[config.mk]
export PLATFORM = sky130hd
export DESIGN_NAME = memory_game_core
export DESIGN_NICKNAME = d
export VERILOG_FILES = /design/src/rtl/memory_game_core.sv
export SDC_FILE = /design/constraint.sdc
export NUM_CORES = 1
export LEC_CHECK = 0
export CAP_MARGIN = 20
export CORE_MARGIN = 5
export CORE_UTILIZATION = 50
export CTS_BUF_LIST = sky130_fd_sc_hd__clkbuf_8
export DETAILED_ROUTE_END_ITERATION = 16
export MAX_ROUTING_LAYER = met4
export PLACE_DENSITY = 0.73
export SYNTH_ARGS = -nofsm -noshare
export SYNTH_HDL_FRONTEND = slang
export SYNTH_SLANG_ARGS = --single-unit
export TNS_END_PERCENT = 5
[constraint.sdc]
create_clock -name clk -period 3.1 [get_ports clk]
set_input_delay 0.62 -clock clk [delete_from_list [all_inputs] [get_ports clk]]
set_output_delay 0.62 -clock clk [all_outputs]
set_load 0.05 [all_outputs]
[src/rtl/memory_game_core.sv]
// Game-control core for the keypad memorisation game: show a sequence, collect digits, score rounds.
// Optional INPUT_TIMEOUT_EN macro adds an idle-input timer in INPUT that counts as a miss on expiry.
module memory_game_core #(
    parameter int DIGITS        = 4,
    parameter int TIMER_W       = 24,
    parameter int T_EASY        = 7000000,
    parameter int T_MEDIUM      = 5000000,
    parameter int T_HARD        = 3000000,
    parameter int LIVES         = 3,
    parameter int SCORE_W       = 14,
    parameter int SCORE_MAX     = 9999,
    parameter int INPUT_TIMEOUT = 50000000
) (
    input  logic                  clk,
    input  logic                  rst,
    input  logic                  key_pulse,
    input  logic [3:0]            key_value,
    input  logic [4*DIGITS-1:0]   seq_in,
    output logic                  seq_req,
    output logic                  show_number,
    output logic [4*DIGITS-1:0]   target,
    output logic [4*DIGITS-1:0]   entry,
    output logic [3:0]            entry_count,
    output logic [SCORE_W-1:0]    score,
    output logic [2:0]            lives_left,
    output logic [1:0]            difficulty,
    output logic [1:0]            state,
    output logic                  round_ok,
    output logic                  round_fail
);

    localparam int W = 4 * DIGITS;

    typedef enum logic [1:0] {
        ST_IDLE  = 2'd0,
        ST_SHOW  = 2'd1,
        ST_INPUT = 2'd2,
        ST_OVER  = 2'd3
    } state_t;

    localparam logic [3:0] KEY_CLR   = 4'hE;
    localparam logic [3:0] KEY_START = 4'hF;

    state_t               state_q, state_d;
    logic [1:0]           difficulty_q, difficulty_d;
    logic [W-1:0]         target_q, target_d;
    logic [W-1:0]         entry_q, entry_d;
    logic [3:0]           entry_count_q, entry_count_d;
    logic [SCORE_W-1:0]   score_q, score_d;
    logic [2:0]           lives_left_q, lives_left_d;
    logic [TIMER_W-1:0]   timer_q, timer_d;
    logic                 show_number_q, show_number_d;
    logic                 seq_req_q, seq_req_d;
    logic                 round_ok_q, round_ok_d;
    logic                 round_fail_q, round_fail_d;

    // Idle-timer handshake: the FSM requests reloads/ticks, the timer reports expiry.
    logic                 to_load;
    logic                 to_tick;
    logic                 timeout_hit;

    logic [3:0]           exp_digit;
    logic [W-1:0]         entry_shifted;
    logic                 key_is_digit;
    logic                 key_accepted;
    logic                 miss;

    function automatic logic [TIMER_W-1:0] show_time(input logic [1:0] diff);
        case (diff)
            2'd1:    show_time = TIMER_W'(T_MEDIUM - 1);
            2'd2:    show_time = TIMER_W'(T_HARD - 1);
            default: show_time = TIMER_W'(T_EASY - 1);
        endcase
    endfunction

    always_comb begin
        exp_digit = 4'h0;
        for (int i = 0; i < DIGITS; i++) begin
            if (entry_count_q == 4'(i)) begin
                exp_digit = target_q[4*(DIGITS-1-i) +: 4];
            end
        end
    end

    assign entry_shifted = (entry_q << 4) | W'(key_value);
    assign key_is_digit  = (key_value <= 4'd9);
    assign key_accepted  = key_pulse && (key_is_digit || key_value == KEY_CLR);

`ifdef INPUT_TIMEOUT_EN
    logic [31:0] to_q, to_d;

    always_comb begin
        to_d = to_q;
        if (to_load) begin
            to_d = 32'(INPUT_TIMEOUT - 1);
        end else if (to_tick && to_q != 32'd0) begin
            to_d = to_q - 32'd1;
        end
    end

    always_ff @(posedge clk or negedge rst) begin
        if (!rst) begin
            to_q <= 32'd0;
        end else begin
            to_q <= to_d;
        end
    end

    assign timeout_hit = (state_q == ST_INPUT) && (to_q == 32'd0);
`else
    assign timeout_hit = 1'b0;
`endif

    always_comb begin
        state_d       = state_q;
        difficulty_d  = difficulty_q;
        target_d      = target_q;
        entry_d       = entry_q;
        entry_count_d = entry_count_q;
        score_d       = score_q;
        lives_left_d  = lives_left_q;
        timer_d       = timer_q;
        show_number_d = show_number_q;
        seq_req_d     = 1'b0;
        round_ok_d    = 1'b0;
        round_fail_d  = 1'b0;
        to_load       = 1'b0;
        to_tick       = 1'b0;
        miss          = 1'b0;

        case (state_q)
            ST_IDLE: begin
                if (key_pulse) begin
                    case (key_value)
                        4'h1: difficulty_d = 2'd0;
                        4'h2: difficulty_d = 2'd1;
                        4'h3: difficulty_d = 2'd2;
                        KEY_START: begin
                            target_d      = seq_in;
                            seq_req_d     = 1'b1;
                            score_d       = '0;
                            lives_left_d  = 3'(LIVES);
                            entry_d       = '0;
                            entry_count_d = 4'd0;
                            timer_d       = show_time(difficulty_q);
                            show_number_d = 1'b1;
                            state_d       = ST_SHOW;
                        end
                        default: ;
                    endcase
                end
            end

            ST_SHOW: begin
                if (timer_q == '0) begin
                    show_number_d = 1'b0;
                    to_load       = 1'b1;
                    state_d       = ST_INPUT;
                end else begin
                    timer_d = timer_q - 1'b1;
                end
            end

            ST_INPUT: begin
                if (key_accepted) begin
                    to_load = 1'b1;
                    if (key_value == KEY_CLR) begin
                        entry_d       = '0;
                        entry_count_d = 4'd0;
                    end else if (key_value != exp_digit) begin
                        miss = 1'b1;
                    end else if (entry_count_q == 4'(DIGITS - 1)) begin
                        round_ok_d    = 1'b1;
                        if (score_q < SCORE_W'(SCORE_MAX)) begin
                            score_d = score_q + 1'b1;
                        end
                        target_d      = seq_in;
                        seq_req_d     = 1'b1;
                        entry_d       = '0;
                        entry_count_d = 4'd0;
                        timer_d       = show_time(difficulty_q);
                        show_number_d = 1'b1;
                        state_d       = ST_SHOW;
                    end else begin
                        entry_d       = entry_shifted;
                        entry_count_d = entry_count_q + 4'd1;
                    end
                end else if (timeout_hit) begin
                    miss = 1'b1;
                end else begin
                    to_tick = 1'b1;
                end

                // A miss on the last life ends the game; otherwise replay the same target.
                if (miss) begin
                    round_fail_d  = 1'b1;
                    lives_left_d  = lives_left_q - 3'd1;
                    entry_d       = '0;
                    entry_count_d = 4'd0;
                    if (lives_left_q <= 3'd1) begin
                        lives_left_d  = 3'd0;
                        show_number_d = 1'b0;
                        state_d       = ST_OVER;
                    end else begin
                        timer_d       = show_time(difficulty_q);
                        show_number_d = 1'b1;
                        state_d       = ST_SHOW;
                    end
                end
            end

            ST_OVER: begin
                if (key_pulse && key_value == KEY_START) begin
                    state_d = ST_IDLE;
                end
            end

            default: begin
                show_number_d = 1'b0;
                state_d       = ST_IDLE;
            end
        endcase
    end

    always_ff @(posedge clk or negedge rst) begin
        if (!rst) begin
            state_q       <= ST_IDLE;
            difficulty_q  <= 2'd0;
            target_q      <= '0;
            entry_q       <= '0;
            entry_count_q <= 4'd0;
            score_q       <= '0;
            lives_left_q  <= 3'(LIVES);
            timer_q       <= '0;
            show_number_q <= 1'b0;
            seq_req_q     <= 1'b0;
            round_ok_q    <= 1'b0;
            round_fail_q  <= 1'b0;
        end else begin
            state_q       <= state_d;
            difficulty_q  <= difficulty_d;
            target_q      <= target_d;
            entry_q       <= entry_d;
            entry_count_q <= entry_count_d;
            score_q       <= score_d;
            lives_left_q  <= lives_left_d;
            timer_q       <= timer_d;
            show_number_q <= show_number_d;
            seq_req_q     <= seq_req_d;
            round_ok_q    <= round_ok_d;
            round_fail_q  <= round_fail_d;
        end
    end

    assign state       = state_q;
    assign difficulty  = difficulty_q;
    assign target      = target_q;
    assign entry       = entry_q;
    assign entry_count = entry_count_q;
    assign score       = score_q;
    assign lives_left  = lives_left_q;
    assign show_number = show_number_q;
    assign seq_req     = seq_req_q;
    assign round_ok    = round_ok_q;
    assign round_fail  = round_fail_q;

endmodule

==> results.json <==
{
  "first_pass_iters": 5,
  "detail_route.vias_per_cell": 5.90,
  "max_slew.worst_pin.slew_ns": 0.535,
  "yosys.area.top_type": "sky130_fd_sc_hd__dfrtp_1",
  "drt_iter0_markers": 288,
  "fill_cells": 824,
  "post_synth_main_area_contributors": "sky130_fd_sc_hd__dfrtp_1 42%, sky130_fd_sc_hd__ha_1 3.8%, sky130_fd_sc_hd__a21oi_1 3.7%, sky130_fd_sc_hd__mux2_2 3.6%, sky130_fd_sc_hd__nand2_1 3.5%",
  "seq_area_frac_synth_pct": 42.6,
  "post-route-util_pct": 66.1,
  "floorplan.initialDensity_pct": 51.2,
  "run_status": "complete, no violations",
  "die_height_um": 110,
  "synth-edff-count": 0,
  "whs_ns": 0.217,
  "synth_cell_area_sq_um": 5000,
  "worst-path-max-fanout": 8,
  "worst_setup_hold_path_clk_slew_ns": 0.08,
  "routedWlPerCell_um": 17.6,
  "nNetsFinal": 683,
  "p_sw_w": 0.000565,
  "slew_headroom_pct": 64.2,
  "timing.max_cap.violations": 0,
  "worst_slack_ns": 0.191,
  "final_cell_area_sq_um": 6460,
  "drive_gt1_share_pct": 15.2,
  "clock_skew_ns": 0.0117,
  "worst_ir_drop_vdd_mv": 0.187,
  "power_report.internal_total_w": 0.00156,
  "place_congestion": 0.919,
  "clock_power_share_pct": 34.2,
  "grt_remaining_overflow": 0,
  "route.detailed.drc": 0,
  "antenna_violations_before_repair": 0,
  "coreArea_sq_um": 9770,
  "setup-violations-final": 0,
  "comb_power_share_pct": 12.0,
  "dpl-instance-area_sq_um": 6270,
  "synth_flop_cell": "sky130_fd_sc_hd__dfrtp_1",
  "cts_buffers": 9,
  "arrival_time_at_the_worst_endpoint_ns": 3.15,
  "synth_top_cell_area_share_pct": 41.5,
  "clock_tree_sinks": 85,
  "die_span_x_um": 110,
  "grt_start_max_net_pins": 49,
  "port-buffer-count": 83,
  "timing.fmax_mhz": 344,
  "worstSetupStartpointType": "flip-flop",
  "proportion_of_synthesized_flip_flops_having_asynchronous_set_or_reset_pct": 100,
  "global_route_wire_length_before_repair_um": 22700,
  "via_count_of_the_first_global_routing_pass": 4548,
  "cts_tree": "built",
  "antenna_cells": 0,
  "cts_post_setup_buffers_inserted": 0,
  "synth_nets": 568,
  "clock_latency_ns": 0.37,
  "place_hpwl_um": 10200,
  "worst_setup_path_end_kind": "flip-flop",
  "cellPowerDensity_nw_per_um2": 329,
  "p_total_w": 0.00212,
  "synth_most_common_cell": "sky130_fd_sc_hd__dfrtp_1",
  "drt_wl_total_um": 13800,
  "final-max-slew-violation-count": 0,
  "synth-warning-count": 0,
  "flow.area_growth_from_synthesis_pct": 29.1,
  "worstReg2RegStart": "entry_count[0]",
  "cts.path.max_buffers": 2,
  "clock_root_buffer": "sky130_fd_sc_hd__clkbuf_8",
  "minimum_clock_period_ns": 2.91,
  "die_area_sq_um": 12100,
  "setup.reg_to_reg.worst_slack_ns": 0.19,
  "synthTopCellsByCount": "83 x sky130_fd_sc_hd__dfrtp_1, 46 x sky130_fd_sc_hd__nand2_1, 37 x sky130_fd_sc_hd__a21oi_1, 34 x sky130_fd_sc_hd__nor2_1, 26 x sky130_fd_sc_hd__o21ai_0",
  "power.switching_fraction_pct": 26.6,
  "syn-instance-count": 530,
  "grtUsageTotal_pct": 24.5,
  "critical_path_required_ns": 3.34,
  "leakage_nw": 2.82,
  "netlist-cell-type-count": 69,
  "sequential_power_share_pct": 53.8,
  "synth.avg_cell_area_sq_um": 9.43,
  "reg2regPathDepth": 10,
  "htreeDepth": 3,
  "hold_class": "in -> async",
  "num_io_pins": 84,
  "timing.final.hold_violations": 0,
  "std_cell_rows": 36,
  "timing.rr.end": "timer_q[6]",
  "worstSetupPathType": "reg -> reg",
  "final_antenna_net_count": 0,
  "timing.final.crit_share_pct": 93.8,
  "synth_seq_cells": 85,
  "routed-via-count": 4619,
  "dpl_worst_slack_ns": 0.00601
}
[layer usage]
| metal | share of wire (%) | up-vias | global-route usage (%) |
|---|---|---|---|
| met5 | 0 | - | - |
| met4 | 1.9 | 0 | 9.17 |
| met3 | 5.7 | 32 | 4.14 |
| met2 | 48 | 136 | 38.1 |
| met1 | 45 | 2260 | 32.4 |
| li1 | - | 2191 | - |
[logic make-up (layout without fill, tap and decap cells)]
| family | after synthesis | count (layout) | share of synthesized area (%) |
|---|---|---|---|
| AND/OR/NAND/NOR | 178 | 178 | 18.5 |
| AO/OA/AOI/OAI | 163 | 163 | 23.4 |
| flip-flops | 85 | 85 | 42.6 |
| buffers and inverters | 51 | 171 | 4.28 |
| XOR/XNOR | 21 | 21 | 3.68 |
| multiplexers | 17 | 17 | 3.80 |
| adder cells (fa/ha/maj) | 15 | 15 | 3.75 |
[power groups by stage]
stage          Combinational [W]  Sequential [W]  Clock, W
6_report                0.000254         0.00114  0.000727
5_1_grt                 0.000272         0.00114  0.000791
4_1_cts                 0.000254         0.00114  0.000747
3_5_place_dp            0.000253         0.00116         0
3_3_place_gp            0.000249         0.00116         0
2_1_floorplan          0.0000669         0.00122         0
[sequential cells by signal, indices dropped and copies added, names as in the netlist]
| signal | cells |
|---|---|
| seq_req | 1 |
| lives_left | 3 |
| timer_q | 24 |
| difficulty | 2 |
| target | 16 |
| state | 2 |
| round_fail | 1 |
| show_number | 1 |
| round_ok | 1 |
| entry_count | 4 |
| entry | 16 |
| score | 14 |
[cell type report]
type	count	area (sq um)	area share, %
multi-input combinational	394	2670	41.3
clock buffer	11	151	2.34
inverter	24	90.1	1.40
timing repair buffer	131	1230	19.0
sequential	85	2130	33.0
tap	133	166	2.58
clock inverter	5	26.3	0.407
[critical path: stages, from the launching register on]
cell                        delay (ns)
sky130_fd_sc_hd__dfrtp_2          0.45
sky130_fd_sc_hd__ha_2             0.25
sky130_fd_sc_hd__or3_4            0.43
sky130_fd_sc_hd__a2111oi_2        0.30
sky130_fd_sc_hd__a41oi_1          0.09
sky130_fd_sc_hd__and4b_4          0.24
sky130_fd_sc_hd__a41oi_4          0.29
sky130_fd_sc_hd__nand2_1          0.14
sky130_fd_sc_hd__buf_4            0.19
sky130_fd_sc_hd__a221oi_1         0.32
sky130_fd_sc_hd__o31ai_1          0.10
[cells in the final DEF (no fill, tap or decap), types with 5 or more instances in the layout]
master                            synthesis  layout
sky130_fd_sc_hd__a211o_1                  6       6
sky130_fd_sc_hd__a211oi_1                 6       6
sky130_fd_sc_hd__a21o_1                   6       6
sky130_fd_sc_hd__a21oi_1                 37      36
sky130_fd_sc_hd__a22o_1                  17      17
sky130_fd_sc_hd__a2bb2oi_1                7       7
sky130_fd_sc_hd__buf_4                    0      46
sky130_fd_sc_hd__clkbuf_8                 0      11
sky130_fd_sc_hd__clkdlybuf4s50_1          0      82
sky130_fd_sc_hd__dfrtp_1                 83      82
sky130_fd_sc_hd__ha_1                    15      14
sky130_fd_sc_hd__inv_1                   24      25
sky130_fd_sc_hd__mux2_2                  16      16
sky130_fd_sc_hd__nand2_1                 46      46
sky130_fd_sc_hd__nand3_1                 17      17
sky130_fd_sc_hd__nor2_1                  34      33
sky130_fd_sc_hd__nor2b_1                 13      13
sky130_fd_sc_hd__nor3_1                  24      24
sky130_fd_sc_hd__nor3b_1                  7       7
sky130_fd_sc_hd__nor4_1                   5       5
sky130_fd_sc_hd__o211ai_1                 5       5
sky130_fd_sc_hd__o21ai_0                 26      26
sky130_fd_sc_hd__o21ai_1                  6       6
sky130_fd_sc_hd__or3_1                    5       5
sky130_fd_sc_hd__xnor2_1                 16      16
sky130_fd_sc_hd__xor2_1                   5       5
[how the worst max path moves through the flow]
| stage | endpoint | slack, ns | startpoint |
|---|---|---|---|
| 6_report | timer_q[6] | 0.19 | entry_count[0] |
| 5_1_grt | timer_q[17] | -0.002 | entry_count[1] |
| 4_1_cts | entry_count[2] | 0.14 | entry_count[1] |
| 3_5_place_dp | timer_q[12] | 0.006 | key_value[0] |
| 3_3_place_gp | score[6] | 0.07 | key_value[2] |
| 2_1_floorplan | target[0] | 0.12 | entry_count[0] |
[per-stage QoR]
step                      instances  TNS [ns]
after floorplan                 530         0
after global placement          767         0
after detailed placement        767         0
after CTS                       783         0
after global routing            783  -0.00366
final                           783         0
[repair_timing]
action | 4_1_cts | 5_1_grt
endpoints found under the setup margin | 0 | 11
resized for setup | 0 | 3
hold buffers | 0 | 0
No activity file was read; power rests on OpenSTA's default activity.
